## config.mk

```make
export PLATFORM = sky130hd
export DESIGN_NAME = uart_tx_drain
export DESIGN_NICKNAME = d
export VERILOG_FILES = /design/src/rtl/uart_tx_drain.sv
export SDC_FILE = /design/constraint.sdc
export NUM_CORES = 1
export LEC_CHECK = 0
export BUFFER_PORTS_ARGS = -buffer_cell sky130_fd_sc_hd__buf_2
export CORE_MARGIN = 3
export CORE_UTILIZATION = 35
export CTS_BUF_LIST = sky130_fd_sc_hd__clkbuf_8
export DETAILED_ROUTE_END_ITERATION = 8
export GPL_TIMING_DRIVEN = 0
export PLACE_DENSITY = 0.5
export SLEW_MARGIN = 0
export SYNTH_ARGS = -nofsm -noshare
export SYNTH_HDL_FRONTEND = slang
export SYNTH_SLANG_ARGS = --single-unit
export TNS_END_PERCENT = 20
```

## constraint.sdc

```tcl
create_clock -name clk -period 4.9 [get_ports clk]
set_input_delay 0.98 -clock clk [delete_from_list [all_inputs] [get_ports clk]]
set_output_delay 0.98 -clock clk [all_outputs]
set_load 0.01 [all_outputs]
```

## src/rtl/uart_tx_drain.sv

```systemverilog
// UART transmitter that drains words from an upstream FIFO and sends them as
// start / WIDTH data bits (LSB first) / stop frames, back-to-back when data is waiting.
module uart_tx_drain #(
    parameter int CLKS_PER_BIT = 174,
    parameter int WIDTH        = 8
) (
    input  logic             clk,
    input  logic             reset,
    input  logic             fifo_valid,
    input  logic [WIDTH-1:0] fifo_data,
    output logic             fifo_pop,
    output logic             tx,
    output logic             busy
);

    localparam int              IDXW      = (WIDTH > 1) ? $clog2(WIDTH) : 1;
    localparam logic [15:0]     BAUD_LAST = 16'(CLKS_PER_BIT - 1);
    localparam logic [IDXW-1:0] IDX_LAST  = IDXW'(WIDTH - 1);

    typedef enum logic [1:0] {
        IDLE,
        START,
        DATA,
        STOP
    } state_t;

    state_t           state;
    state_t           state_next;
    logic [15:0]      baud_cnt;
    logic [15:0]      baud_next;
    logic [IDXW-1:0]  bit_idx;
    logic [IDXW-1:0]  idx_next;
    logic [WIDTH-1:0] shift_reg;
    logic [WIDTH-1:0] shift_next;
    logic             tx_next;
    logic             busy_next;
    logic             baud_end;

    assign baud_end = (baud_cnt == BAUD_LAST);

    // A word is taken only when the line is free or the current stop bit is ending.
    assign fifo_pop = fifo_valid && !reset &&
                      ((state == IDLE) || ((state == STOP) && baud_end));

    always_comb begin
        state_next = state;
        baud_next  = baud_cnt;
        idx_next   = bit_idx;
        shift_next = shift_reg;

        case (state)
            IDLE: begin
                if (fifo_pop) begin
                    state_next = START;
                    baud_next  = '0;
                    shift_next = fifo_data;
                end
            end
            START: begin
                if (baud_end) begin
                    state_next = DATA;
                    baud_next  = '0;
                    idx_next   = '0;
                end else begin
                    baud_next = baud_cnt + 16'd1;
                end
            end
            DATA: begin
                if (baud_end) begin
                    baud_next  = '0;
                    shift_next = shift_reg >> 1;
                    if (bit_idx == IDX_LAST) begin
                        state_next = STOP;
                    end else begin
                        idx_next = bit_idx + 1'b1;
                    end
                end else begin
                    baud_next = baud_cnt + 16'd1;
                end
            end
            STOP: begin
                if (baud_end) begin
                    baud_next = '0;
                    if (fifo_pop) begin
                        state_next = START;
                        shift_next = fifo_data;
                    end else begin
                        state_next = IDLE;
                    end
                end else begin
                    baud_next = baud_cnt + 16'd1;
                end
            end
            default: begin
                state_next = IDLE;
                baud_next  = '0;
            end
        endcase

        // tx and busy are registered from the upcoming state so the line moves one cycle after a pop.
        tx_next = 1'b1;
        case (state_next)
            START:   tx_next = 1'b0;
            DATA:    tx_next = shift_next[0];
            default: tx_next = 1'b1;
        endcase
        busy_next = (state_next != IDLE);
    end

    always_ff @(posedge clk) begin
        if (reset) begin
            state     <= IDLE;
            baud_cnt  <= '0;
            bit_idx   <= '0;
            shift_reg <= '0;
            tx        <= 1'b1;
            busy      <= 1'b0;
        end else begin
            state     <= state_next;
            baud_cnt  <= baud_next;
            bit_idx   <= idx_next;
            shift_reg <= shift_next;
            tx        <= tx_next;
            busy      <= busy_next;
        end
    end

endmodule

```

==> run metrics <==
status finished clean; drt pass-1 iters 4; GRT Overall Usage 17.46%; initial antenna violation count 0; Startpoint Class flip-flop; final hold slack 0.4553 ns; fin crit share 65.17%; Post-Layout Cell Count 323; max FFs per register 16; Period minus WS final 3.193 ns; critical path's slowest cell dfxtp_1; critical-path cell list ha_1 -> nor4b_2 -> nand3_2 -> nor3_2 -> a21o_1 -> and2_1 -> buf_2; final setup vio count 0; delay-heaviest family, CP simple AND/OR/NAND/NOR gates; Peak Freq 0.3132 GHz; post-CTS sizing 0; synthesis-to-finish area growth 12.21%; Clock Latency Late Sink 0.28 ns; setup TNS 0 ns; async set or reset register ratio after synthesis 0%; Layout Skew 0.008119 ns; die area 6083 um2; chip height 78.00 um; maximum VDD drop 0.1618 mV; Synth top area share 34.21%; io pins 14; slew margin rel. 54.75%; Syn Nets 252; Mapped Area 1814 um2; worst-path maximum fanout 7; worst path arrival time 2.21 ns; # placed instances 317; library cells used by synthesis 50; Initial Util 37.18%; PwrDens 261.4 nW/um2; commonest non-fill, non-tap cell in the layout dfxtp_1; dpl cell area 1963 um2; largest net degree at the start of global routing 11; Port Buf Inserts 13; worst hold path type flip-flop to flip-flop; element type at the critical path end primary output; Syn Inst Count 237; ANT cells 0; hold_buf cts 0; post-synth top area cell dfxtp_1; Leak 0.7005 nW; Placer Congestion 0.8337; setup bufs post-CTS 0; WL/cell 15.41 um; sequential share of the synthesized area 34.21%; Req. time, crit path 3.92 ns; max-slew violation count 0; unrepaired setup endpoints after global routing false; Post-synth EDFFs 0; Num CTS Buffers 5; # clock sinks 31; Chip Width 78.00 um; post-DP HPWL 3392 um; share of post-route cells with drive strength above 1 10.94%; Primary FF master, synth dfxtp_1; critical path depth 7; vias after detailed routing 1816; Buf/Inv on CP 1; Root Driver clkbuf_8; Total Wirelength 4978 um; first-pass GRT wire length 8459 um; Final #Nets 272; total global routing overflow 0; syn_area_per_cell 7.655 um2; vias in the first global route 1642; most frequent cells in the layout 31 x dfxtp_1, 30 x nand2_1, 26 x nor2_1; largest cells by area after synthesis dfxtp_1 34%, nand2_1 6.2%, a21oi_1 6.1%; core area 4880 um2; residual DRC count 0; slowest stage delay, CP 0.46 ns; Final ANT Viol Nets 0; vias per inst 5.622; Syn. warnings 0; max-cap violations 0; worst-case reg-to-reg path depth 8; Hold Fails Final Rpt 0; Hold Crit Depth 2; Longest Clk Path Bufs 2; First DRT Iteration DRCs 164; worst slew pin tran 0.6731 ns; final instance area 2036 um2; #FFs+latches synth 31; Setup CP Type flip-flop to primary output; # rows 25; CTS clk-pin slew, worst paths 0.07 ns; CTS tree built; H-Tree Depth 2
[where the power goes]
part	leakage, nW	total [mW]	switching (mW)	internal, mW
registers	0.252	0.266	0.00625	0.260
clock network	0.0413	0.191	0.0981	0.0926
logic	0.407	0.0756	0.0494	0.0262
[area by class of cell]
class,count,area (um2)
Buffer,13,63.81
Timing Repair Buffer,13,65.06
Clock inverter,1,3.754
Clock buffer,5,68.82
Inverter,4,15.01
Multi-Input combinational cell,189,1115
Tap cell,67,83.83
Fill cell,519,2844
Sequential cell,31,620.6
[worst reg2reg max path, stage by stage, from the launching register on]
cell and delay (ns):
dfxtp_1 0.46, ha_1 0.21, nor4b_2 0.22, nand3_2 0.21
o22ai_2 0.42, clkbuf_1 0.39, o21ai_0 0.16, a21oi_1 0.17
nor2_1 0.05
[metal layers]
metal	track usage (%)	routed length (um)	vias up
li1	-	-	921
met1	26.61	2639	854
met2	23.97	2092	34
met3	3.828	195	7
met4	5.420	51	0
met5	0	0	-
[final timing paths]
path                     from            to  slack, ns
setup / recovery  baud_cnt[0]      fifo_pop       1.71
hold / removal     bit_idx[1]    bit_idx[1]       0.46
setup reg to reg  baud_cnt[0]  baud_cnt[10]       2.48
hold reg to reg    bit_idx[1]    bit_idx[1]       0.46
[logic make-up after synthesis]
logic type | count (synthesis) | share of synthesized area [%]
AND/OR/NAND/NOR | 106 | 29.66
buffers and inverters | 17 | 4.345
XOR/XNOR | 1 | 0.4828
adder cells (fa/ha/maj) | 4 | 2.759
multiplexers | 2 | 1.103
AO/OA/AOI/OAI | 76 | 27.45
flip-flops | 31 | 34.21
[synth_stat cells (2+ instances only)]
library cell,instances
dfxtp_1,31
nor3_1,7
buf_6,2
nor3b_1,3
nor4_1,2
and2_1,4
o211a_1,2
and3_1,3
a41oi_1,2
a32oi_1,2
clkbuf_1,11
or3_1,2
o2bb2ai_1,3
mux2i_1,2
nor2_1,26
a211oi_1,4
nand3_1,14
a21o_1,2
nor2b_1,2
a31oi_1,6
a311oi_1,6
a21oi_1,22
o21ai_0,17
ha_1,4
nand2_1,30
inv_1,3
nor4_2,2
[through the flow]
step | utilization (%) | worst slack (ns) | total power [mW]
6_report | 41.72 | 1.707 | 0.5321
5_1_grt | 41.72 | 1.545 | 0.5545
3_3_place_gp | 40.23 | 1.817 | 0.3463
3_5_place_dp | 40.23 | 1.821 | 0.3458
4_1_cts | 41.72 | 1.724 | 0.5338
2_1_floorplan | - | 2.274 | 0.3207
No activity file was read; power rests on OpenSTA's default activity.
